<file path="config.mk">
export PLATFORM = sky130hd
export DESIGN_NAME = fifo_wr_arb
export DESIGN_NICKNAME = d
export VERILOG_FILES = /design/src/rtl/fifo_wr_arb.sv
export SDC_FILE = /design/constraint.sdc
export NUM_CORES = 1
export LEC_CHECK = 0
export BUFFER_PORTS_ARGS = -buffer_cell sky130_fd_sc_hd__buf_2
export CAP_MARGIN = 15
export CORE_MARGIN = 2
export CORE_UTILIZATION = 51
export CTS_CLUSTER_SIZE = 20
export DETAILED_ROUTE_END_ITERATION = 6
export PLACE_DENSITY_LB_ADDON = 0.08
export SYNTH_ARGS = -nofsm -noshare
export SYNTH_HDL_FRONTEND = slang
export SYNTH_SLANG_ARGS = --single-unit
</file>
<file path="constraint.sdc">
create_clock -name clk -period 4.7 [get_ports clk]
set_input_delay 0 -clock clk [delete_from_list [all_inputs] [get_ports clk]]
set_output_delay 0 -clock clk [all_outputs]
set_load 0.02 [all_outputs]
</file>
<file path="src/rtl/fifo_wr_arb.sv">
// fifo_wr_arb: round-robin arbiter that funnels NUM_REQ word-sized write
// requests into a single FIFO write port, with bounded retry on a
// rejected write.
//
// Ports:
//   clk, rst_n          single clock, synchronous active-low reset
//   req, req_data       per-requester level request and word (requester i
//                       at req_data[i*FIFO_WIDTH +: FIFO_WIDTH])
//   done, err           registered one-cycle pulses for the requester whose
//                       word was accepted / dropped after MAX_RETRY retries
//   wr_en, data_in      FIFO write port (wr_en high only in WRITE)
//   full                FIFO full flag, blocks grants and reissues
//   wr_ack, overflow    FIFO registered write response, valid the cycle
//                       after wr_en
//   accept_cnt          saturating count of accepted writes
module fifo_wr_arb #(
    parameter int FIFO_WIDTH = 16,
    parameter int NUM_REQ    = 4,
    parameter int MAX_RETRY  = 3
) (
    input  logic                          clk,
    input  logic                          rst_n,
    input  logic [NUM_REQ-1:0]            req,
    input  logic [NUM_REQ*FIFO_WIDTH-1:0] req_data,
    output logic [NUM_REQ-1:0]            done,
    output logic [NUM_REQ-1:0]            err,
    output logic                          wr_en,
    output logic [FIFO_WIDTH-1:0]         data_in,
    input  logic                          full,
    input  logic                          wr_ack,
    input  logic                          overflow,
    output logic [15:0]                   accept_cnt
);

    localparam int IDW = (NUM_REQ > 1) ? $clog2(NUM_REQ) : 1;
    localparam int RW  = ($clog2(MAX_RETRY + 1) < 1) ? 1 : $clog2(MAX_RETRY + 1);

    typedef enum logic [1:0] {IDLE, WRITE, ACK, RETRY} state_t;

    state_t                  state_q, state_d;
    logic [IDW-1:0]          cur_id_q, cur_id_d;
    logic [FIFO_WIDTH-1:0]   cur_data_q, cur_data_d;
    logic [RW-1:0]           retry_q, retry_d;
    logic [IDW-1:0]          last_grant_q, last_grant_d;
    logic [15:0]             accept_cnt_q, accept_cnt_d;
    logic [NUM_REQ-1:0]      done_q, done_d;
    logic [NUM_REQ-1:0]      err_q, err_d;

    logic [FIFO_WIDTH-1:0]   req_words [NUM_REQ];
    logic                    found;
    logic [IDW-1:0]          win_id;
    logic [IDW-1:0]          cand;

    // Any wr_ack==0 response counts as a failed write, so overflow carries
    // no extra information here.
    logic                    unused_overflow;
    assign unused_overflow = overflow;

    for (genvar g = 0; g < NUM_REQ; g++) begin : g_unpack
        assign req_words[g] = req_data[g*FIFO_WIDTH +: FIFO_WIDTH];
    end

    // Round-robin search from last_grant+1; the last candidate visited is
    // last_grant itself, so a just-finished requester only wins again when
    // nobody else is asking.
    always_comb begin
        found  = 1'b0;
        win_id = '0;
        cand   = '0;
        for (int k = 1; k <= NUM_REQ; k++) begin
            cand = IDW'((int'(last_grant_q) + k) % NUM_REQ);
            if (!found && req[cand]) begin
                found  = 1'b1;
                win_id = cand;
            end
        end
    end

    always_comb begin
        state_d      = state_q;
        cur_id_d     = cur_id_q;
        cur_data_d   = cur_data_q;
        retry_d      = retry_q;
        last_grant_d = last_grant_q;
        accept_cnt_d = accept_cnt_q;
        done_d       = '0;
        err_d        = '0;
        case (state_q)
            IDLE: begin
                if (found && !full) begin
                    cur_id_d   = win_id;
                    cur_data_d = req_words[win_id];
                    retry_d    = '0;
                    state_d    = WRITE;
                end
            end
            WRITE: state_d = ACK;
            ACK: begin
                if (wr_ack) begin
                    done_d       = NUM_REQ'(1) << cur_id_q;
                    last_grant_d = cur_id_q;
                    if (accept_cnt_q != 16'hFFFF) accept_cnt_d = accept_cnt_q + 16'd1;
                    state_d      = IDLE;
                end else if (retry_q == RW'(MAX_RETRY)) begin
                    err_d        = NUM_REQ'(1) << cur_id_q;
                    last_grant_d = cur_id_q;
                    state_d      = IDLE;
                end else begin
                    retry_d = retry_q + RW'(1);
                    state_d = RETRY;
                end
            end
            RETRY: begin
                if (!full) state_d = WRITE;
            end
            default: state_d = IDLE;
        endcase
    end

    always_ff @(posedge clk) begin
        if (!rst_n) begin
            state_q      <= IDLE;
            cur_id_q     <= '0;
            cur_data_q   <= '0;
            retry_q      <= '0;
            last_grant_q <= IDW'(NUM_REQ - 1);
            accept_cnt_q <= '0;
            done_q       <= '0;
            err_q        <= '0;
        end else begin
            state_q      <= state_d;
            cur_id_q     <= cur_id_d;
            cur_data_q   <= cur_data_d;
            retry_q      <= retry_d;
            last_grant_q <= last_grant_d;
            accept_cnt_q <= accept_cnt_d;
            done_q       <= done_d;
            err_q        <= err_d;
        end
    end

    assign wr_en      = (state_q == WRITE);
    assign data_in    = cur_data_q;
    assign done       = done_q;
    assign err        = err_q;
    assign accept_cnt = accept_cnt_q;

endmodule

</file>
==> results.md <==
* CTS tree: yes
* Worst VDD drop at 0.191 mV
* Final Hold Slack at 0.00454 ns
* Max cap viols at 0
* CTS buffer count at 5
* Top cell type's share of synthesized area at a little under two fifths
* FF-to-FF End: data_in[7]
* Multi-input combinational cell area at between 1000 and 1500 sq um
* Crit path time final at 2.50 ns
* Die Area at approximately 5500 sq um
* Root Driver: clkbuf_8
* R2R Setup Slk at about 2.2 ns
* CP startpoint: last_grant_q[1]
* Tcrit/Tclk final at between 50 and 60%
* Worst-Margin Slew at between 0.7 and 0.8 ns
* Async SR Flop Fraction at 0%
* Initial Util at approximately 53%
* Number of fillers in the final layout at around 430
* Top post-synthesis cells by area: dfxtp_1 38%, mux2i_1 14%, o221ai_2 6.0%
* Synth Instances at 263
* Initial antenna violation count at 0
* Die width at between 70 and 80 um
* Avg Inst Size Synth at 9.59 sq um
* Top Ports at between 100 and 150
* Reg2reg path depth at 7
* Final Max Slew Viols at 0
* Number of clock sinks at 48
* RSZ-0062 raised after global routing: false
* Worst Path Max Fanout at 28
* Ys Warns at 0
* Reg clk slew, reported paths at about 0.090 ns
* Port Buffers at roughly 110
* Number of flops mapped to enable cells by yosys at 0
* Setup TNS at 0 ns
* Worst path arrival time at ~2.7 ns
* Outcome: completed
* Iteration-0 DRC Markers at 71
* Core Area at between 4000 and 5000 sq um
* Synth top cells by count: 48 x dfxtp_1, 36 x mux2i_1, 30 x nand2_1
* Most area-hungry cell type in the Yosys netlist: dfxtp_1
* Total GRT Usage at between 20% and 30%
* Most common cell in the netlist: dfxtp_1
* Share of cells above drive strength 1 at a little over a third
* Synth Flop Type: dfxtp_1
* WP data required at around 4.9 ns
* Syn_nets at approximately 340
* CTS H-Tree Depth at 2
* Post-cts sizing count at 0
* Clk_skew at roughly 0.0073 ns
* Vias at roughly 2,400
* Max clock buf depth at 2
* Flops & latches, synth at between 40 and 50
* # setup viols final at 0
* Fin nets at approximately 460
* Largest net degree at the start of global routing at 31
* Fmax at 400 MHz
* Unique masters post-synth at 43
* Core Rows at 25
* Worst hold-check path type: input port to flip-flop
* Residual DRC at 0
* First-pass GRT wire length at between 8000 and 9000 um
* DR pass1 iterations at 4
* Crit Path Category: flip-flop to flip-flop
* Startpoint Class: flip-flop
* Wire length per cell at 12.9 um
* Die Ht at 74.3 um
* Number of global-route vias before repair at 2,036
* Hpwl dp at 4170 um
* DRT Wirelength at 5780 um
* Vias/cell at 5.30
* Final hold viol count at 0
* Global route overflow at 0
* Post-route ant nets at 0
* # diodes at 0
* Clock Latency Late Sink at 0.31 ns
* Final core utilization at between 60% and 70%
* Area grow syn2layout at 31.4%
* Seq. cell area at roughly 960 sq um
* CP Capture Type: flip-flop
* Slew HR at a little under half
* R2r startpoint: last_grant_q[1]
* Setup bufs post-CTS at 0
* Leakage at about 1.7 nW
* Worst Setup EP: data_in[7]
* Sequential area share after synthesis at approximately two fifths
* RD Place Congestion at approximately 0.77
* Power density over cell area at 285 nW/um^2
* Mapped Area at 2520 sq um
==> layout by cell type (no fill, tap or decap), types with 4 or more instances in the layout <==
cell,Yosys,routed
o221ai_2,10,10
nor2b_1,6,6
nand2_1,30,30
nand3_1,7,7
o221ai_1,6,6
clkbuf_8,0,5
and2_1,15,15
buf_2,3,112
mux2i_1,36,36
nor2_1,10,10
nor3_1,4,4
xnor2_1,7,7
dlygate4sd3_1,0,7
ha_1,6,6
inv_1,5,5
dfxtp_1,48,48
xor2_1,5,5
o21ai_0,9,9
nand4_1,10,10
==> cell families after synthesis <==
kind of cell | share of synthesized area [%]
and+or+nand+nor | 22.2
DFF | 38.1
AOI/OAI and AO/OA | 14.8
muxes | 14.3
buffers and inverters | 3.42
xor gates and xnor gates | 4.17
adders and majority gates | 2.98
==> sequential cells by signal, summed over array words and instances (netlist names) <==
register / cells
accept_cnt: 16
cur_id_q: 2
data_in: 16
done: 4
err: 4
last_grant_q: 2
retry_q: 2
state_q: 2
==> critical path, cell delays in order, from the launching register on <==
cell,delay (ns)
dfxtp_1,0.45
inv_1,0.09
a211o_1,0.33
o21ai_4,0.13
buf_4,0.46
mux2i_1,0.23
dlygate4sd3_1,0.56
o221ai_1,0.11
==> final cells by class <==
class,count,area share [%]
Tap cell,67,2.53
Sequential cell,48,29.0
Clock buffer,5,2.08
Inverter,5,0.566
Timing Repair Buffer,122,19.7
Multi-Input combinational cell,197,44.7
Clock inverter,3,1.43
==> metrics by stage <==
| step | setup WS, ns | cell area [sq um] | std cells | total power (W) |
|---|---|---|---|---|
| finish | 2.20 | 3320 | 447 | 0.000943 |
| global route | 2.06 | 3320 | 447 | 0.000989 |
| floorplan | 2.86 | 2520 | 263 | 0.000576 |
| global placement | 2.56 | 3120 | 431 | 0.000638 |
| CTS | 2.21 | 3310 | 446 | 0.000951 |
| detailed placement | 2.54 | 3120 | 431 | 0.000641 |
==> layer usage <==
metal	track usage, %	vias up	wire (um)
li1	-	1196	-
met2	34.5	54	2860
met1	25.0	1106	2540
met5	0	-	0
met4	7.94	0	124
met3	3.93	11	250
==> power breakdown <==
group	total (W)	switching (W)	internal [W]
Sequential	0.000441	0.0000131	0.000428
Combinational	0.000196	0.000105	0.0000913
Clock	0.000306	0.000146	0.000160
Total	0.000943	0.000264	0.000680
==> repair_timing <==
item                                    CTS  global route
hold buffers                              7             0
endpoints found under the setup margin    0             0
hold endpoints to repair                  5             0
==> worst min path at each step <==
stage | startpoint | to | slack, ns | depth (start not counted)
floorplan | req_data[51] | data_in[3] | 0.20 | 2
global placement | req_data[57] | data_in[9] | 0.31 | 3
detailed placement | req_data[55] | data_in[7] | 0.32 | 3
CTS | req_data[20] | data_in[4] | 0.0002 | 3
global route | req_data[39] | data_in[7] | 0.005 | 3
finish | req_data[51] | data_in[3] | 0.005 | 3
No activity file was read; power rests on OpenSTA's default activity.
